--- src/rtl/ss_write_data_if.sv ---
// ss_write_data_if: framed byte stream in, RAM write port and read-stage handoff out
interface ss_write_data_if #(parameter int SIZE_ADDR = 6, parameter int SIZE_DATA = 8);
  logic [SIZE_DATA-1:0] i_data;
  logic                 i_data_valid;
  logic                 i_data_last;
  logic                 o_ready;
  logic                 o_we_ram;
  logic [SIZE_ADDR-1:0] o_addr_ram;
  logic [SIZE_DATA-1:0] o_data_ram;
  logic [SIZE_ADDR-1:0] o_si_ram;
  logic [SIZE_ADDR-1:0] o_ei_ram;
  logic                 o_start_read_data;
  logic                 o_en_read_data;
  logic                 i_done_read_data;
  logic                 o_trunc;
  modport slave (
    input  i_data, i_data_valid, i_data_last, i_done_read_data,
    output o_ready, o_we_ram, o_addr_ram, o_data_ram, o_si_ram, o_ei_ram,
           o_start_read_data, o_en_read_data, o_trunc
  );
  modport master (
    output i_data, i_data_valid, i_data_last, i_done_read_data,
    input  o_ready, o_we_ram, o_addr_ram, o_data_ram, o_si_ram, o_ei_ram,
           o_start_read_data, o_en_read_data, o_trunc
  );
endinterface

--- src/rtl/ss_write_data.sv ---
// ss_write_data: writes framed beats into a circular RAM and hands each frame to the read stage
module ss_write_data #(parameter int SIZE_ADDR = 6, parameter int SIZE_DATA = 8) (
  input logic            i_clk,
  input logic            i_rst,
  ss_write_data_if.slave bus
);
  typedef enum logic [1:0] {IDLE, WRITE, FLUSH, HANDOFF} state_t;
  localparam logic [SIZE_ADDR:0] DEPTH = {1'b1, {SIZE_ADDR{1'b0}}};
  state_t               state_q, state_d;
  logic [SIZE_ADDR-1:0] wr_ptr_q, wr_ptr_d, si_q, si_d;
  logic [SIZE_ADDR:0]   cnt_q, cnt_d, cnt_inc;
  logic                 we_q, we_d, trunc_q, trunc_d;
  logic [SIZE_ADDR-1:0] addr_q, addr_d, si_ram_q, si_ram_d, ei_ram_q, ei_ram_d;
  logic [SIZE_DATA-1:0] data_q, data_d;
  logic                 ready, accept, last_beat;
  assign ready = ~i_rst & (state_q == IDLE | state_q == WRITE);
  // a frame ends on an explicit last or when it has filled the whole RAM
  always_comb begin
    accept    = bus.i_data_valid & ready;
    cnt_inc   = cnt_q + 1'b1;
    last_beat = accept & (bus.i_data_last | (state_q == WRITE & cnt_inc == DEPTH));
    state_d   = state_q;
    case (state_q)
      IDLE:    state_d = accept ? (last_beat ? FLUSH : WRITE) : IDLE;
      WRITE:   state_d = last_beat ? FLUSH : WRITE;
      FLUSH:   state_d = HANDOFF;
      HANDOFF: state_d = bus.i_done_read_data ? IDLE : HANDOFF;
      default: state_d = IDLE;
    endcase
    cnt_d    = accept ? (state_q == IDLE ? {{SIZE_ADDR{1'b0}}, 1'b1} : cnt_inc) : cnt_q;
    si_d     = (accept & state_q == IDLE) ? wr_ptr_q : si_q;
    wr_ptr_d = accept ? wr_ptr_q + 1'b1 : wr_ptr_q;
    we_d     = accept;
    addr_d   = accept ? wr_ptr_q : addr_q;
    data_d   = accept ? bus.i_data : data_q;
    si_ram_d = last_beat ? (state_q == IDLE ? wr_ptr_q : si_q) : si_ram_q;
    ei_ram_d = last_beat ? wr_ptr_q : ei_ram_q;
    trunc_d  = last_beat & ~bus.i_data_last;
  end
  always_ff @(posedge i_clk or posedge i_rst) begin
    if (i_rst) begin
      state_q  <= IDLE;
      wr_ptr_q <= '0;
      si_q     <= '0;
      cnt_q    <= '0;
      we_q     <= 1'b0;
      addr_q   <= '0;
      data_q   <= '0;
      si_ram_q <= '0;
      ei_ram_q <= '0;
      trunc_q  <= 1'b0;
    end else begin
      state_q  <= state_d;
      wr_ptr_q <= wr_ptr_d;
      si_q     <= si_d;
      cnt_q    <= cnt_d;
      we_q     <= we_d;
      addr_q   <= addr_d;
      data_q   <= data_d;
      si_ram_q <= si_ram_d;
      ei_ram_q <= ei_ram_d;
      trunc_q  <= trunc_d;
    end
  end
  assign bus.o_ready           = ready;
  assign bus.o_we_ram          = we_q;
  assign bus.o_addr_ram        = addr_q;
  assign bus.o_data_ram        = data_q;
  assign bus.o_si_ram          = si_ram_q;
  assign bus.o_ei_ram          = ei_ram_q;
  assign bus.o_trunc           = trunc_q;
  assign bus.o_start_read_data = state_q == HANDOFF;
  assign bus.o_en_read_data    = state_q == HANDOFF;
endmodule

--- src/flat_wrapper.sv ---
// flat-port wrapper written by rule: the top's interface ports become plain ports
module ss_write_data_flat 
#(parameter int SIZE_ADDR = 6, parameter int SIZE_DATA = 8)
  (i_clk, i_rst, bus_i_data, bus_i_data_valid, bus_i_data_last, bus_i_done_read_data, bus_o_ready, bus_o_we_ram, bus_o_addr_ram, bus_o_data_ram, bus_o_si_ram, bus_o_ei_ram, bus_o_start_read_data, bus_o_en_read_data, bus_o_trunc);
  ss_write_data_if #(.SIZE_ADDR(SIZE_ADDR), .SIZE_DATA(SIZE_DATA)) bus_i ();
  input logic i_clk;
  input logic i_rst;
  input wire logic [$bits(bus_i.i_data)-1:0] bus_i_data;
  input wire logic [$bits(bus_i.i_data_valid)-1:0] bus_i_data_valid;
  input wire logic [$bits(bus_i.i_data_last)-1:0] bus_i_data_last;
  input wire logic [$bits(bus_i.i_done_read_data)-1:0] bus_i_done_read_data;
  output wire logic [$bits(bus_i.o_ready)-1:0] bus_o_ready;
  output wire logic [$bits(bus_i.o_we_ram)-1:0] bus_o_we_ram;
  output wire logic [$bits(bus_i.o_addr_ram)-1:0] bus_o_addr_ram;
  output wire logic [$bits(bus_i.o_data_ram)-1:0] bus_o_data_ram;
  output wire logic [$bits(bus_i.o_si_ram)-1:0] bus_o_si_ram;
  output wire logic [$bits(bus_i.o_ei_ram)-1:0] bus_o_ei_ram;
  output wire logic [$bits(bus_i.o_start_read_data)-1:0] bus_o_start_read_data;
  output wire logic [$bits(bus_i.o_en_read_data)-1:0] bus_o_en_read_data;
  output wire logic [$bits(bus_i.o_trunc)-1:0] bus_o_trunc;
  assign bus_i.i_data = bus_i_data;
  assign bus_i.i_data_valid = bus_i_data_valid;
  assign bus_i.i_data_last = bus_i_data_last;
  assign bus_i.i_done_read_data = bus_i_done_read_data;
  assign bus_o_ready = bus_i.o_ready;
  assign bus_o_we_ram = bus_i.o_we_ram;
  assign bus_o_addr_ram = bus_i.o_addr_ram;
  assign bus_o_data_ram = bus_i.o_data_ram;
  assign bus_o_si_ram = bus_i.o_si_ram;
  assign bus_o_ei_ram = bus_i.o_ei_ram;
  assign bus_o_start_read_data = bus_i.o_start_read_data;
  assign bus_o_en_read_data = bus_i.o_en_read_data;
  assign bus_o_trunc = bus_i.o_trunc;
  ss_write_data #(.SIZE_ADDR(SIZE_ADDR), .SIZE_DATA(SIZE_DATA)) u_core (.i_clk(i_clk), .i_rst(i_rst), .bus(bus_i));
endmodule
--- config.mk ---
export PLATFORM = sky130hd
export DESIGN_NAME = ss_write_data_flat
export DESIGN_NICKNAME = d
export VERILOG_FILES = /design/src/rtl/ss_write_data_if.sv /design/src/rtl/ss_write_data.sv /design/src/flat_wrapper.sv
export SDC_FILE = /design/constraint.sdc
export NUM_CORES = 1
export LEC_CHECK = 0
export BUFFER_PORTS_ARGS = -buffer_cell sky130_fd_sc_hd__buf_2
export CAP_MARGIN = 20
export CORE_MARGIN = 1
export CORE_UTILIZATION = 54
export DETAILED_ROUTE_END_ITERATION = 8
export GPL_TIMING_DRIVEN = 0
export PLACE_DENSITY_LB_ADDON = 0.12
export RECOVER_POWER = 25
export SYNTH_ARGS = -nofsm -noshare
export SYNTH_HDL_FRONTEND = slang
export SYNTH_SLANG_ARGS = --single-unit
export TNS_END_PERCENT = 1
--- constraint.sdc ---
create_clock -name i_clk -period 2.84 [get_ports i_clk]
set_input_delay 0.142 -clock i_clk [delete_from_list [all_inputs] [get_ports i_clk]]
set_output_delay 0.142 -clock i_clk [all_outputs]
set_load 0.03 [all_outputs]
# Word-level counts from Yosys, hierarchy flattened
# Cells that the tools add are included.
totals:
  register_bits: 49
  latchBits: 0
  ramBits: 0
  romBits: 0
  in_bits: 13
  out_inout_bits: 31
  wordCells: 33
  memories: 0
classes:
  n_addsub: 2
  n_mul: 0
  div_mod_pow: 0
  magnitude_cmp: 0
  n_eq_ne: 4
  shift: 0
  n_mux: 6
  n_bitwise: 10
  reduce_logical: 1
ops:
  columns: ["cell", "n"]
  rows:
  - ["one-hot mux 2 bit (4 select lines)", 1]
  - ["adder 7 x 1 -> 7 bit (second input constant)", 1]
  - ["equality test 7 bit (second input constant)", 1]
  - ["2-to-1 mux 7 bit", 1]
  - ["adder 6 x 1 -> 6 bit (second input constant)", 1]
  - ["bitwise AND 1 bit", 6]
  - ["2-to-1 mux 2 bit", 3]
  - ["2-to-1 mux 6 bit", 1]
  - ["equality test 2 bit (second input constant)", 2]
  - ["equality test 2 x 1 -> 1 bit (second input constant)", 1]
  - ["logical NOT 2 bit", 1]
  - ["inverter 1 bit", 2]
  - ["OR 1 bit", 2]

# Logic depth before layout (Yosys ltp)
# Gate-level depths: netlist (run 1).
logic_depth:
  word_depth: 8
  depth_mapped: 7
  mapped_depth_nobuf: 6

# Worst setup path after synthesis (run 1)
# OpenSTA, ideal clock, no wires.
synth_path:
  path_kind: "register -> register"
  startpoint: "reg u_core.state_q[1]"
  endpoint: "reg u_core.ei_ram_q[0] (netlist: u_core.bus.o_ei_ram[0])"
  setup_time_ns: 0.125
  arrival_ns: 2.168
  required_time_ns: 2.715
  setup_slack_ns: 0.547
  stages_incl_launch_ff: 8
  path_buffers: 1
  path_cell_list: "dfrtp_1 > nor2_1 > nand2_1 > inv_2 > nand3_1 > o31a_1 > buf_6 > mux2_4"
synth_between:
  elab_chain_len: 5
synth_rtl:
  columns: ["element", "line", "rtl"]
  rows:
  - ["start, declared", "ss_write_data.sv:9", "state_t state_q, state_d;"]
  - ["start signal, assigned", "ss_write_data.sv:53", "state_q <= state_d;"]
  - ["equality test 2 x 1 -> 1 bit / logical NOT 2 bit (equally long branches)", "ss_write_data.sv:16", "assign ready = ~i_rst & (state_q == IDLE | state_q == WRITE);"]
  - ["OR 1 bit *", "ss_write_data.sv:16", null]
  - ["bitwise AND 1 bit *", "ss_write_data.sv:16", null]
  - ["net bus_o_ready", "flat_wrapper.sv:12", "output wire logic [$bits(bus_i.o_ready)-1:0] bus_o_ready;"]
  - ["bitwise AND 1 bit *", "ss_write_data.sv:19", "accept = bus.i_data_valid & ready;"]
  - ["bitwise AND 1 bit *", "ss_write_data.sv:21", "last_beat = accept & (bus.i_data_last | (state_q == WRITE & cnt_inc == DEPTH));"]
  - ["end signal, assigned", "ss_write_data.sv:61", "ei_ram_q <= ei_ram_d;"]
  - ["end, declared", "ss_write_data.sv:13", "logic [SIZE_ADDR-1:0] addr_q, addr_d, si_ram_q, si_ram_d, ei_ram_q, ei_ram_d;"]
# Mark *: on every way through the listed nets, which the timed path passes. The rest lies on a longest branch.
# A chain may end at the register's enable or synchronous reset.

# Final worst setup path (run 1)
layout_path:
  startpoint: "reg u_core.cnt_q[0]"
  endpoint: "reg u_core.ei_ram_q[4] (netlist: u_core.bus.o_ei_ram[4])"
layout_between:
  elab_chain_len: 5
layout_rtl:
  columns: ["element", "line", "rtl"]
  rows:
  - ["start, declared", "ss_write_data.sv:11", "logic [SIZE_ADDR:0] cnt_q, cnt_d, cnt_inc;"]
  - ["start signal, assigned", "ss_write_data.sv:56", "cnt_q <= cnt_d;"]
  - ["adder 7 x 1 -> 7 bit", "ss_write_data.sv:20", "cnt_inc = cnt_q + 1'b1;"]
  - ["equality test 7 bit", "ss_write_data.sv:21", null]
  - ["bitwise AND 1 bit", "ss_write_data.sv:21", null]
  - ["OR 1 bit", "ss_write_data.sv:21", null]
  - ["bitwise AND 1 bit", "ss_write_data.sv:21", null]
# No other way between the ends.

==> metrics.yaml, run 1 <==
path_class: "reg -> reg"
r2r_setup_slack_ps: 410
cts_buffers: 5
nNetsFinal: 264
path_clk_slew_ps: 90
tns_ps: 0
initial_core_util: 0.5785
grt-ovfl-total: 0
pre_cts_ws_ps: 430.1
vias: 1533
fmaxAchievable_mhz: 411.5
synth_fp_nets: 212
hpwl_um: 2715
drive_gt1_frac: 0.3213
combPwrFrac: 0.391
end_kind: "flip-flop"
gp_congestion: 0.8243
powerDensity_nw_per_um2: 1059
cp.arrival_ps: 2620
async_flop_share: 1.000
fp.dieH_um: 65.33
path_max_fanout: 10
ys.flop_type: "dfrtp_1"
seq_power_share: 0.420
grt_use_total: 0.2085
rows: 22
syn2layout_area_growth_pct: 18.89
drt_pass1_iterations: 4
hold-worst-slack_ps: 31.09
total_power_mw: 2.728
final_cells: 297
syn-cell-area_um2: 2166
swShare: 0.3945
netlist_top_cells_count: "60 x nand2_1, 49 x dfrtp_1, 15 x mux2_2, 9 x mux2_4"
netlist.area_leader.share: 0.5661
synth_most_common_cell: "nand2_1"
dp.cells: 288
finalClockSkew_ps: 8.519
setup_viol: 0
synthTopCellsByArea: "dfrtp_1 57%, nand2_1 10%, mux2_2 7.8%"
peakVddDrop_uv: 501.8
die_x_um: 65.33
core_um2: 3744
p_leak_nw: 1.342
finalWirelength_um: 3973
ys_seq_elements: 49
num_antenna_cells: 0
synth_top_cell_by_area: "dfrtp_1"
drtIter0Drc: 197
cts_setup_buffers: 0
period_needed_ps: 2430
ys_warn_count: 0
ys_types: 35
cp-start-kind: "flip-flop"
vias_per_cell: 5.162
syn_inst: 196
drv_cap: 0
avgSynthCellArea_um2: 11.05
tightest_slew_ps: 1081
clkLatencyLatePin_ps: 300
status: "complete, no violations"
antenna_found_initial: 0
synth_enable_flop_cells: 0
wl_per_cell_um: 13.38
seq_area_frac_synth: 0.5661
grt_pass1_vias: 1433
clockBufferDepth: 2
finalCritPeriodShare: 0.8557
tritoncts: "built"
p_clk_frac: 0.189
fin_ws_ps: 409.9
grt_max_degree: 45
die_area_um2: 4268
drc: 0
final_hold_viol_count: 0
grt_pass1_wl_um: 6713
final_max_slew_viol_count: 0
postRouteAntennaNets: 0
postCtsResizedCells: 0
switching_power_mw: 1.076
crit_required_ps: 3030
numPortBuffers: 43
internal-power_mw: 1.652
clock_sinks: 49
htreeDepth: 2
cts-root-buf: "clkbuf_8"
rsz0062_at_grt: "false"
max_slew_margin: 0.2795
ctsHoldBuffers: 1
hp-class: "in -> reg"
ios: 44
==> through the flow <==
| stage | utilization | cell area, um^2 |
|---|---|---|
| final | 0.6878 | 2575 |
| after global routing | 0.6878 | 2575 |
| after CTS | 0.6922 | 2591 |
| after detailed placement | 0.6574 | 2461 |
| after global placement | 0.6521 | 2441 |
| after floorplan | - | 2166 |
==> kinds of logic after synthesis <==
logic type / share of synthesized area
AOI/OAI and AO/OA: 0.05720
xor gates and xnor gates: 0.02426
buffers and inverters: 0.03119
muxes: 0.1450
DFF: 0.5661
adders and majority gates: 0.01733
and+or+nand+nor: 0.1589
==> flip-flops by register name, indices dropped and copies added, names as in the netlist <==
signal,count
u_core.bus.o_trunc,1
u_core.bus.o_data_ram,8
u_core.bus.o_addr_ram,6
u_core.wr_ptr_q,6
u_core.state_q,2
u_core.bus.o_si_ram,6
u_core.si_q,6
u_core.bus.o_ei_ram,6
u_core.bus.o_we_ram,1
u_core.cnt_q,7
==> cell usage in the layout, fill, tap and decap left out, types with 2 or more instances in the layout <==
master / n
clkbuf_1: 7
buf_6: 2
and2_1: 2
ha_1: 3
nand2_1: 60
a31oi_1: 2
inv_1: 3
o21ai_0: 6
nor3_1: 2
clkbuf_8: 6
nand4_1: 2
nor2_1: 4
mux2_2: 15
o31ai_1: 2
xnor2_1: 5
nor4_1: 2
dfrtp_1: 49
mux2_4: 9
a21oi_1: 2
nand3_1: 4
buf_2: 42
==> per-layer routing <==
layer / share of wire / GRT usage / vias up / wire length, um
li1: - / - / 764 / -
met1: 0.50 / 0.2977 / 722 / 1976
met2: 0.44 / 0.3106 / 45 / 1765
met3: 0.056 / 0.06597 / 2 / 223
met4: 0.0020 / 0.04891 / 0 / 8
met5: 0 / 0 / - / 0
==> area by class of cell <==
class | count | area [um^2]
Buffer | 9 | 52.55
Fill cell | 300 | 1169
Clock buffer | 6 | 82.58
Tap cell | 48 | 60.06
Multi-Input combinational cell | 134 | 872.1
Timing Repair Buffer | 45 | 229.0
Sequential cell | 49 | 1226
Clock inverter | 2 | 37.54
Inverter | 4 | 15.01
==> power by group through the flow <==
| stage | Clock (mW) | Sequential (mW) | Combinational [mW] |
|---|---|---|---|
| floorplan | 0 | 1.40 | 0.528 |
| global placement | 0 | 1.15 | 1.06 |
| detailed placement | 0 | 1.16 | 1.08 |
| CTS | 0.528 | 1.14 | 1.08 |
| global route | 0.553 | 1.18 | 1.16 |
| finish | 0.515 | 1.15 | 1.07 |
==> critical path, stage by stage (launching register included) <==
cell and delay [ps]:
dfrtp_1 430, ha_1 260, or4b_1 520, o31ai_1 80
a31oi_1 110, o31a_1 410, buf_6 200, mux2_4 310
==> final timing paths <==
| path | startpoint | to | cells after the start |
|---|---|---|---|
| max | u_core.cnt_q[0]$_DFFE_PP0P_ | u_core.bus.o_ei_ram[4]$_DFFE_PP0P_ | 7 |
| min | bus_i_data[1] | u_core.bus.o_data_ram[1]$_DFFE_PP0P_ | 3 |
| max reg2reg | u_core.cnt_q[0]$_DFFE_PP0P_ | u_core.bus.o_ei_ram[4]$_DFFE_PP0P_ | 7 |
| min reg2reg | u_core.bus.o_data_ram[4]$_DFFE_PP0P_ | u_core.bus.o_data_ram[4]$_DFFE_PP0P_ | 2 |
| max in group asynchronous | i_rst | u_core.state_q[0]$_DFF_PP0_ | 4 |
| min in group asynchronous | i_rst | u_core.cnt_q[6]$_DFFE_PP0P_ | 3 |
Power figures use the tool's default switching activity.
==> run 2: changes to the inputs <==
Settings changed: RECOVER_POWER 25 to 50.
==> run 2 against run 1 <==
Effect of this change:
- largest cell class unchanged
- critical path depth unchanged
- fmax down 0.18%
- combinational power about the same
- critical endpoint unchanged
- first-iteration DRC count down 0.51%
- via count about the same
- sequential power about the same
- sequential share of layout area up 0.35 points
- register-to-register slack about the same
- cell count unchanged
- total power down 0.65%
- global-route usage unchanged
- non-clock buffer count unchanged
==> metrics.yaml, run 2 (synthesis gave the netlist of run 1 again) <==
fp.dieH_um: 65.33  # unchanged
die_x_um: 65.33  # unchanged
cp-start-kind: "flip-flop"  # unchanged
tightest_slew_ps: 1079  # was 1081 ps
cts_buffers: 5  # unchanged
p_leak_nw: 1.287  # was 1.342 nW
end_kind: "flip-flop"  # unchanged
finalWirelength_um: 3977  # was 3973 um
seqCellArea_um2: 1226  # unchanged
grt_use_total: 0.2085  # unchanged
htreeDepth: 2  # unchanged
final_cell_mix: "60 x nand2_1, 49 x dfrtp_1, 27 x buf_2, 22 x clkbuf_1, 15 x mux2_2"  # was 60 x nand2_1, 49 x dfrtp_1, 42 x buf_2, 15 x mux2_2, 9 x mux2_4
drive_gt1_frac: 0.2610  # was 0.3213
total_power_mw: 2.710  # was 2.728 mW
crit_buf_inv: 1  # unchanged
drtIter0Drc: 196  # was 197
grt_max_degree: 45  # unchanged
vias: 1532  # was 1533
slowest_delay_ps: 520  # about the same
vias_per_cell: 5.158  # was 5.162
rows: 22  # unchanged
setup_viol: 0  # unchanged
drv_cap: 0  # unchanged
largest_reg_flops: 8  # unchanged
grt_pass1_wl_um: 6713  # unchanged
numPortBuffers: 43  # unchanged
drc: 0  # unchanged
postRouteAntennaNets: 0  # unchanged
max_slew_margin: 0.2810  # was 0.2795
tritoncts: "built"  # unchanged
drt_pass1_iterations: 4  # unchanged
final_common_cell: "nand2_1"  # unchanged
critPathTopFamily: "compound AO/OA/AOI/OAI gates"  # unchanged
rsz0062_at_grt: "false"  # unchanged
finalCritPeriodShare: 0.8572  # was 0.8557
ios: 44  # unchanged
gp_congestion: 0.8243  # unchanged
multi_input_area_um2: 872.1  # unchanged
tns_ps: 0  # unchanged
wl_per_cell_um: 13.39  # was 13.38 um
path_clk_slew_ps: 90  # about the same
hp-class: "in -> reg"  # unchanged
fmaxAchievable_mhz: 410.8  # was 411.5 MHz
worstPathCellList: "ha_1 > or4b_1 > o31ai_1 > a31oi_1 > o31a_1 > buf_6 > mux2_4"  # unchanged
crit_required_ps: 3030  # about the same
clockBufferDepth: 2  # unchanged
final_max_slew_viol_count: 0  # unchanged
syn2layout_area_growth_pct: 18.02  # was 18.89%
cts-root-buf: "clkbuf_8"  # unchanged
powerDensity_nw_per_um2: 1060  # was 1059 nW/um^2
clkLatencyLatePin_ps: 300  # about the same
nFillCells: 306  # was 300
cp_slowest_cell: "or4b_1"  # unchanged
grt_pass1_vias: 1433  # unchanged
num_antenna_cells: 0  # unchanged
status: "complete, no violations"  # unchanged
cp.arrival_ps: 2620  # about the same
peakVddDrop_uv: 500.9  # was 501.8 uV
path_class: "reg -> reg"  # unchanged
hpwl_um: 2715  # unchanged
antenna_found_initial: 0  # unchanged
core_um2: 3744  # unchanged
finalClockSkew_ps: 8.694  # was 8.519 ps
postCtsResizedCells: 0  # unchanged
nNetsFinal: 264  # unchanged
grt-ovfl-total: 0  # unchanged
clock_sinks: 49  # unchanged
period_needed_ps: 2434  # was 2430 ps
die_area_um2: 4268  # unchanged
final_hold_viol_count: 0  # unchanged
initial_core_util: 0.5785  # unchanged
path_max_fanout: 10  # unchanged
-- run 2: cell types whose count changed in the layout (fill, tap and decap cells not counted) --
cell and change:
buf_2 -15, clkbuf_1 +15
-- run 2: worst paths after layout --
check,startpoint,endpoint,slack [ps],cells past startpoint
setup / recovery,u_core.cnt_q[0]$_DFFE_PP0P_,u_core.bus.o_ei_ram[4]$_DFFE_PP0P_,410,7
hold / removal,bus_i_data[1],u_core.bus.o_data_ram[1]$_DFFE_PP0P_,30,3
setup reg to reg,u_core.cnt_q[0]$_DFFE_PP0P_,u_core.bus.o_ei_ram[4]$_DFFE_PP0P_,410,7
hold reg to reg,u_core.bus.o_data_ram[4]$_DFFE_PP0P_,u_core.bus.o_data_ram[4]$_DFFE_PP0P_,480,2
max in group asynchronous,i_rst,u_core.state_q[0]$_DFF_PP0_,1220,4
min in group asynchronous,i_rst,u_core.cnt_q[6]$_DFFE_PP0P_,300,3
-- run 2: area by class of cell --
cell class              instances  share of cell area
multi-input cells             134              0.3412
flip-flops and latches         49              0.4797
inverters                       4            0.005874
well taps                      48             0.02349
repair buffers                 45             0.08223
clock buffers                   6             0.03231
plain buffers                   9             0.02056
clock inverters                 2             0.01468
-- run 2: through the flow --
| step | std cells | worst slack, ps | area, um^2 | hold slack [ps] | util |
|---|---|---|---|---|---|
| after floorplan | 196 | 546.6 | 2166 | 214.7 | - |
| after global placement | 287 | 439.2 | 2441 | 331.3 | 0.6521 |
| after detailed placement | 288 | 430.1 | 2461 | 62.95 | 0.6574 |
| after CTS | 297 | 418.0 | 2591 | 25.73 | 0.6922 |
| after global routing | 297 | 343.7 | 2556 | 28.49 | 0.6828 |
| final | 297 | 405.6 | 2556 | 33.03 | 0.6828 |
-- run 2: where the power goes --
group	internal, mW	total [mW]	switching, mW
registers	0.946	1.15	0.203
logic	0.398	1.05	0.648
clock network	0.286	0.515	0.228
-- run 2: metal layers --
| metal | up-vias | global-route usage | part of all wire |
|---|---|---|---|
| li1 | 766 | - | - |
| met5 | - | 0 | 0 |
| met4 | 0 | 0.04891 | 0.0020 |
| met2 | 39 | 0.3106 | 0.44 |
| met3 | 2 | 0.06597 | 0.051 |
| met1 | 725 | 0.2977 | 0.50 |
-- run 2: timing repair --
| action | CTS | global route |
|---|---|---|
| hold endpoints to repair | 6 | 0 |
| hold buffers | 1 | 0 |
| buffers inserted | 0 | 0 |
-- run 2: worst min-delay path, cell delays in order --
cell and delay (ps):
buf_2 70, nand2_1 40, nand2_1 40
